===== src/rtl/zero_event_monitor.sv =====
// Windowed statistics on the zero-detector flag: event count, current/longest run of
// back-to-back detections, and a sticky threshold alarm held until acknowledged.
module zero_event_monitor #(
    parameter int CNT_W  = 8,
    parameter int WINDOW = 16,
    parameter int THRESH = 4
) (
    input  logic             clock,
    input  logic             reset,
    input  logic             enable,
    input  logic             y_in,
    input  logic             clear,
    output logic [CNT_W-1:0] event_count,
    output logic [CNT_W-1:0] run_len,
    output logic [CNT_W-1:0] max_run,
    output logic             busy,
    output logic             alarm,
    output logic             window_done
);

    localparam int SW = $clog2(WINDOW) + 1;
    localparam logic [CNT_W-1:0] CNT_MAX  = '1;
    localparam logic [63:0]      THRESH_U = 64'(THRESH);
    localparam logic [63:0]      MAX_U    = 64'(CNT_MAX);
    // A threshold above the saturation value can never be reached.
    localparam bit THRESH_REACHABLE = (THRESH_U <= MAX_U);

    typedef enum logic [1:0] {
        IDLE   = 2'd0,
        WINDOW_S = 2'd1,
        ALARM  = 2'd2,
        DONE   = 2'd3
    } state_t;

    state_t           state_reg, state_next;
    logic [CNT_W-1:0] event_count_reg, event_count_next;
    logic [CNT_W-1:0] run_len_reg, run_len_next;
    logic [CNT_W-1:0] max_run_reg, max_run_next;
    logic [SW-1:0]    sample_cnt_reg, sample_cnt_next;
    logic             busy_reg, alarm_reg, window_done_reg;

    logic [CNT_W-1:0] event_count_upd, run_len_upd, max_run_upd;
    logic             thresh_hit, last_sample;

    // Candidate counter values if the current y_in sample is accepted.
    always_comb begin
        event_count_upd = event_count_reg;
        run_len_upd     = '0;
        if (y_in) begin
            if (event_count_reg != CNT_MAX) begin
                event_count_upd = event_count_reg + 1'b1;
            end
            run_len_upd = (run_len_reg == CNT_MAX) ? run_len_reg : run_len_reg + 1'b1;
        end
        max_run_upd = (run_len_upd > max_run_reg) ? run_len_upd : max_run_reg;
    end

    assign thresh_hit  = THRESH_REACHABLE && (64'(event_count_upd) >= THRESH_U);
    assign last_sample = (sample_cnt_reg == SW'(WINDOW - 1));

    always_comb begin
        state_next       = state_reg;
        event_count_next = event_count_reg;
        run_len_next     = run_len_reg;
        max_run_next     = max_run_reg;
        sample_cnt_next  = sample_cnt_reg;
        case (state_reg)
            IDLE: begin
                if (enable) begin
                    state_next       = WINDOW_S;
                    event_count_next = '0;
                    run_len_next     = '0;
                    max_run_next     = '0;
                    sample_cnt_next  = '0;
                end
            end
            WINDOW_S: begin
                // Dropping enable aborts the window and discards this edge's sample.
                if (!enable) begin
                    state_next = IDLE;
                end else begin
                    event_count_next = event_count_upd;
                    run_len_next     = run_len_upd;
                    max_run_next     = max_run_upd;
                    sample_cnt_next  = sample_cnt_reg + 1'b1;
                    if (thresh_hit) begin
                        state_next = ALARM;
                    end else if (last_sample) begin
                        state_next = DONE;
                    end
                end
            end
            ALARM: begin
                if (clear) begin
                    state_next = IDLE;
                end
            end
            DONE: begin
                state_next = IDLE;
            end
            default: begin
                state_next = IDLE;
            end
        endcase
    end

    always_ff @(posedge clock) begin
        if (reset) begin
            state_reg       <= IDLE;
            event_count_reg <= '0;
            run_len_reg     <= '0;
            max_run_reg     <= '0;
            sample_cnt_reg  <= '0;
            busy_reg        <= 1'b0;
            alarm_reg       <= 1'b0;
            window_done_reg <= 1'b0;
        end else begin
            state_reg       <= state_next;
            event_count_reg <= event_count_next;
            run_len_reg     <= run_len_next;
            max_run_reg     <= max_run_next;
            sample_cnt_reg  <= sample_cnt_next;
            busy_reg        <= (state_next == WINDOW_S);
            alarm_reg       <= (state_next == ALARM);
            window_done_reg <= (state_next == DONE);
        end
    end

    assign event_count = event_count_reg;
    assign run_len     = run_len_reg;
    assign max_run     = max_run_reg;
    assign busy        = busy_reg;
    assign alarm       = alarm_reg;
    assign window_done = window_done_reg;

endmodule


===== config.mk =====
export PLATFORM = sky130hd
export DESIGN_NAME = zero_event_monitor
export DESIGN_NICKNAME = d
export VERILOG_FILES = /design/src/rtl/zero_event_monitor.sv
export SDC_FILE = /design/constraint.sdc
export NUM_CORES = 1
export LEC_CHECK = 0
export BUFFER_PORTS_ARGS = -buffer_cell sky130_fd_sc_hd__buf_2
export CAP_MARGIN = 15
export CORE_UTILIZATION = 51
export CTS_CLUSTER_DIAMETER = 80
export DETAILED_ROUTE_END_ITERATION = 8
export GPL_ROUTABILITY_DRIVEN = 0
export PLACE_DENSITY = 0.85
export SLEW_MARGIN = 25
export SYNTH_ARGS = -nofsm -noshare
export SYNTH_HDL_FRONTEND = slang
export SYNTH_SLANG_ARGS = --single-unit

===== constraint.sdc =====
create_clock -name clock -period 2.5 [get_ports clock]
set_clock_uncertainty 0.2 [all_clocks]
set_input_delay 0.375 -clock clock [delete_from_list [all_inputs] [get_ports clock]]
set_output_delay 0.375 -clock clock [all_outputs]
set_load 0.005 [all_outputs]

# --- Yosys cells after proc, flatten, opt, wreduce, memory -nomap -nowiden ---
# Index checks and enable logic that the tools add are counted.
# Widths: inputs -> output; s select.
word_totals:
  register_bits: 34
  input_bits: 5
  output_inout_bits: 27
  elab_cells: 50
classes:
  n_addsub: 3
  order_cmp: 2
  n_eq_ne: 12
  muxes: 21
  reduce_logical: 4
ops:
  columns: ["operator", "count"]
  rows:
  - ["$mux 8", 9]
  - ["$pmux 8 s2", 3]
  - ["$add 8x1->8 const B", 2]
  - ["$mux 2", 5]
  - ["$mux 5", 2]
  - ["$pmux 5 s2", 1]
  - ["$eq 2x2->1 const B", 4]
  - ["$eq 8x8->1 const B", 1]
  - ["$ge 8x3->1 const B", 1]
  - ["$gt 8x8->1", 1]
  - ["$ne 8x8->1 const B", 1]
  - ["$pmux 2 s4", 1]
  - ["$ne 2x2->1 const B", 3]
  - ["$add 5x1->5 const B", 1]
  - ["$eq 5x4->1 const B", 1]
  - ["$eq 2x1->1 const B", 2]
  - ["$reduce_and 4->1", 1]
  - ["$reduce_and 3->1", 1]
  - ["$logic_not 2->1", 1]
  - ["$reduce_bool 2->1", 1]

# --- Logic depth before layout (Yosys ltp) ---
depth:
  depth_word: 8
  depth_mapped: 11
  mapped_depth_nobuf: 11

# --- Worst setup path after synthesis ---
# No wires, ideal clock.
synth_timing:
  path_type: "reg-to-reg"
  start: "register run_len_reg[0], in the netlist run_len[0]"
  end: "register max_run_reg[0], in the netlist max_run[0]"
  setup_ps: 72
  t_arrival_ps: 2469
  required_time_ps: 2228
  slack_ps: -241
  path_stages_with_launch: 11
  path_buffers: 0
  synth_period_minus_slack_ps: 2741
  path_cell_list: "dfxtp_1 -> ha_1 -> and4_1 -> nand2_1 -> a31oi_1 -> ha_1 -> o21a_1 -> o31ai_1 -> a21oi_1 -> o21ai_2 -> mux2i_1"
synth_via:
  elab_chain_len: 6
  word_cells_on_any_way: 10
  classes_between: "add/sub (1); order compare (1); eq/ne (2); mux (5); reduce/logical (1)"
synth_lines:
  columns: ["item", "line", "rtl"]
  rows:
  - ["from (decl)", "37", "logic [CNT_W-1:0] run_len_reg, run_len_next;"]
  - ["from (signal assigned)", "120", "run_len_reg <= run_len_next;"]
  - ["$add 8x1->8 / $eq 8x8->1 (equally long branches)", "53", "run_len_upd = (run_len_reg == CNT_MAX) ? run_len_reg : run_len_reg + 1'b1;"]
  - ["$mux 8 *", "53", null]
  - ["$mux 8 *", "49", "if (y_in) begin"]
  - ["$gt 8x8->1 / $mux 8 (equally long branches)", "55", "max_run_upd = (run_len_upd > max_run_reg) ? run_len_upd : max_run_reg;"]
  - ["$ne 2x2->1 (no line) / $mux 8 (equally long branches)", null, null]
  - ["$reduce_and 4->1 (no line) / $pmux 8 s2 (equally long branches)", null, null]
  - ["to (signal assigned)", "121", "max_run_reg <= max_run_next;"]
  - ["to (decl)", "38", "logic [CNT_W-1:0] max_run_reg, max_run_next;"]
# Mark *: on every way between the ends. The rest lies on a longest branch, timed or not. The select of a mux whose other input is x is not followed.
# A chain may end at the register's enable or synchronous reset.

# --- Worst setup path in the final report ---
layout_timing:
  start: "register run_len_reg[1], in the netlist run_len[1]"
  end: "register max_run_reg[3], in the netlist max_run[3]"
# The elaborated chain is that of the path after synthesis.

==> results_tabular.tex <==
\begin{tabular}{lr}
\hline
Metric & Value \\
\hline
\multicolumn{2}{l}{\textbf{Run status}} \\
\quad Outcome & complete, but fails checks \\
\quad Violations in the final reports & negative setup slack \\
\multicolumn{2}{l}{\textbf{Power}} \\
\quad Switching share of power & 22.64\% \\
\quad Switching power & 0.2881 mW \\
\quad Lkg Pwr & 1.138 nW \\
\quad Cell Int Power & 0.9843 mW \\
\quad Power share of the clock group & 49.0\% \\
\quad Flop pwr share & 43.0\% \\
\quad Portion of total power attributed to combinational logic & 8.0\% \\
\quad Total power per unit cell area & 454.2 nW/um\^{}2 \\
\quad VDD IR-drop max & 0.0003761 V \\
\multicolumn{2}{l}{\textbf{STA}} \\
\quad Slew HR & 30.87\% \\
\quad Top achievable clock speed & 379.7 MHz \\
\quad Setup Viol. Count Final & 8 \\
\quad Transition time at the pin with the least slew margin & 1.035 ns \\
\quad Tcrit/Tclk final & 105.3\% \\
\quad Crit path setup slack, layout & -0.1335 ns \\
\quad Post-route worst hold slack & 0.2757 ns \\
\quad Setup repair after global routing missed its margin & true \\
\quad Clock period minus worst slack & 2.634 ns \\
\quad Final-report max-slew violation count & 0 \\
\quad Count of endpoints failing hold in the final timing report & 0 \\
\multicolumn{2}{l}{\textbf{Die}} \\
\quad Core box area & 3716 sq um \\
\quad Vert. Die Dim & 64.75 um \\
\quad Die W & 64.75 um \\
\quad Count of boundary I/O pins & 32 \\
\quad Standard-cell rows & 22 \\
\quad Initial core utilization & 54.04\% \\
\quad Area enclosed by the die boundary & 4193 sq um \\
\multicolumn{2}{l}{\textbf{Yosys}} \\
\quad EDFF count, synth & 0 \\
\quad Most frequent cell after synthesis & dfxtp\_1 \\
\quad Commonest register cell after synthesis & dfxtp\_1 \\
\quad Share of synthesized registers carrying an async set or reset & 0\% \\
\quad Area share of the largest cell type after synthesis & 33.89\% \\
\quad Sequential share of the synthesized area & 33.89\% \\
\quad Cell types occupying the most area after synthesis & dfxtp\_1 (34\%), ha\_1 (7.5\%), a21oi\_1 (5.0\%) \\
\quad Synthesized netlist cell count & 240 \\
\quad Top post-synthesis cells by count & dfxtp\_1 (34), nand2\_1 (24), a21oi\_1 (20) \\
\quad Number of storage elements in the synthesis netlist & 34 \\
\quad Number of warnings reported in the yosys synthesis log & 0 \\
\quad Average cell area after synthesis & 8.367 sq um \\
\quad Cell area after synthesis & 2008 sq um \\
\quad Unique masters post-synth & 50 \\
\quad Syn Nets & 257 \\
\quad Cell type with the largest total area after synthesis & dfxtp\_1 \\
\multicolumn{2}{l}{\textbf{Worst setup path}} \\
\quad Critical path's slowest cell & dfxtp\_4 \\
\quad Nature of the critical path startpoint & flop \\
\quad Launching point of the worst reg2reg path & run\_len[1] \\
\quad Cell-by-cell trace of the critical path & ha\_4, and4\_4, nand2\_4, buf\_4, a21oi\_4, ha\_1, nand4\_1, o22ai\_2, a21oi\_2, o21ai\_4, buf\_12, mux2i\_2 \\
\quad Start point of the critical path & run\_len[1] \\
\quad Req. time, crit path & 2.52 ns \\
\quad Data arrival time of the worst path & 2.65 ns \\
\quad Critical path's largest stage delay & 0.37 ns \\
\quad Setup Crit Path Kind & reg -> reg \\
\quad Setup crit end kind & flop \\
\quad Largest driver fanout on the critical path & 8 \\
\multicolumn{2}{l}{\textbf{Drt}} \\
\quad Vias & 2197 \\
\quad Number of design rule violations left after detail routing & 0 \\
\quad Total wirelength of the detailed-routed design & 6.437 mm \\
\quad Drt via density & 6.350 \\
\quad Antenna-violating nets left & 0 \\
\quad Number of DRC markers after the initial detailed-route iteration & 171 \\
\quad First-pass iteration count of the detailed router & 4 \\
\quad Routed wire length per instance & 18.60 um \\
\multicolumn{2}{l}{\textbf{Worst hold path}} \\
\quad Min-Delay Startpoint & sample\_cnt\_reg[4] \\
\quad Worst hold-check path type & reg -> reg \\
\multicolumn{2}{l}{\textbf{Cells and area}} \\
\quad Layout Utilization & 75.39\% \\
\quad Fraction of final layout cells with drive strength greater than 1 & 37.58\% \\
\quad Fill cell total of the finished layout & 249 \\
\quad Diode count & 0 \\
\quad Number of nets at the end of the flow & 314 \\
\quad Layout overhead on the synthesized area & 39.50\% \\
\multicolumn{2}{l}{\textbf{Placement}} \\
\quad HPWL reported at the end of detailed placement & 3.574 mm \\
\quad \# port buffers & 31 \\
\multicolumn{2}{l}{\textbf{Run}} \\
\quad Max-cap check violation count & 0 \\
\multicolumn{2}{l}{\textbf{CTS}} \\
\quad Clock Path Buffers & 2 \\
\quad Clock tree sinks & 34 \\
\quad Worst-Skew Late Latency & 0.30 ns \\
\quad Clock tree from TritonCTS & yes \\
\quad Clk root buf & clkbuf\_8 \\
\quad Num CTS Buffers & 5 \\
\quad H-Tree Depth & 2 \\
\quad Clock-pin slew reported for the worst setup and hold paths after clock tree synthesis & 0.07 ns \\
\multicolumn{2}{l}{\textbf{Global routing}} \\
\quad Via count of the first global-routing pass & 2002 \\
\quad All-layer global routing usage & 29.30\% \\
\quad Antenna violations before repair & 0 \\
\quad Grt met1 use & 32.87\% \\
\quad Global-route wire length before repair & 9.363 mm \\
\quad Global Route met3 Usage & 7.042\% \\
\quad Most heavily used metal layer in global routing & met2 \\
\quad Routing usage on met2 & 48.96\% \\
\quad Final global-route overflow total & 0 \\
\quad Largest net degree at the start of global routing & 33 \\
\hline
\end{tabular}
## final timing paths
path	cells after the start	slack (ns)	end
min reg2reg	2	0.28	sample_cnt_reg[4]
max	12	-0.13	max_run[3]
max reg2reg	12	-0.13	max_run[3]
min	2	0.28	sample_cnt_reg[4]
## critical path, delay by kind of cell (launching register included)
family / cells / cell delay [ns]
AO/OA/AOI/OAI: 4 / 0.52
adder cells (fa/ha/maj): 2 / 0.44
buffers and inverters: 2 / 0.33
flip-flops: 1 / 0.37
multiplexers: 1 / 0.18
AND/OR/NAND/NOR: 3 / 0.50
## layout make-up
| class | instances | area, sq um | share of cell area [%] |
|---|---|---|---|
| repair buffers | 62 | 400.4 | 14.29 |
| inverters | 11 | 41.29 | 1.474 |
| clock buffers | 5 | 68.82 | 2.456 |
| well taps | 48 | 60.06 | 2.144 |
| clock inverters | 3 | 68.82 | 2.456 |
| multi-input cells | 183 | 1468 | 52.39 |
| flip-flops and latches | 34 | 694.4 | 24.79 |
## metrics by stage
step	instance area, sq um	total power [mW]	cells	setup slack, ns	TNS (ns)
finish	2801	1.272	346	-0.1335	-0.7319
global route	2801	1.315	346	-0.2405	-1.321
CTS	2630	1.261	343	-0.06480	-0.2245
detailed placement	2391	0.6417	330	-0.2113	-1.406
global placement	2391	0.6397	330	-0.05295	-0.4116
floorplan	2066	0.6151	240	0.01700	0
## timing repair
item,in CTS,in global routing
pin swaps,8,19
buffers inserted,5,3
setup endpoints to repair,8,9
hold buffers,0,0
gates resized for setup,12,26
## per-layer routing
| layer | share of wire [%] | wire (um) |
|---|---|---|
| met2 | 48 | 3112 |
| met4 | 6.0 | 386 |
| met3 | 7.6 | 491 |
| met1 | 38 | 2446 |
| met5 | 0 | 0 |
## power by group through the flow
stage	logic, mW	clock network, mW	registers (mW)
after detailed placement	0.0797	0	0.562
after CTS	0.0905	0.624	0.547
final	0.101	0.623	0.548
after global placement	0.0780	0	0.562
after floorplan	0.0532	0	0.562
after global routing	0.108	0.659	0.548
## cell families after synthesis
logic type | synth area share, %
and+or+nand+nor | 23.86
DFF | 33.89
adders and majority gates | 7.476
AOI/OAI and AO/OA | 22.56
buffers and inverters | 5.171
muxes | 5.732
xor gates and xnor gates | 1.309
## placed cells by master, fill, tap and decap left out, drive strengths merged, types with 3 or more instances in the layout
cell type  synthesis  layout
mux2i             10      10
a41oi              3       3
nor3               8       8
a211oi             5       5
buf                1      62
a22oi              7       7
a31oi              4       4
nor2b              3       3
nand2             24      24
and3               3       3
nand4              3       3
o31ai              3       3
nand2b            10      10
and4               3       3
nand3b             5       5
dfxtp             34      34
o21ai              9       9
clkbuf            11       5
nor2              13      13
ha                12      12
inv               11      11
nand3             10      10
a21oi             20      20
Note: power is estimated with default switching activity, not from simulation.
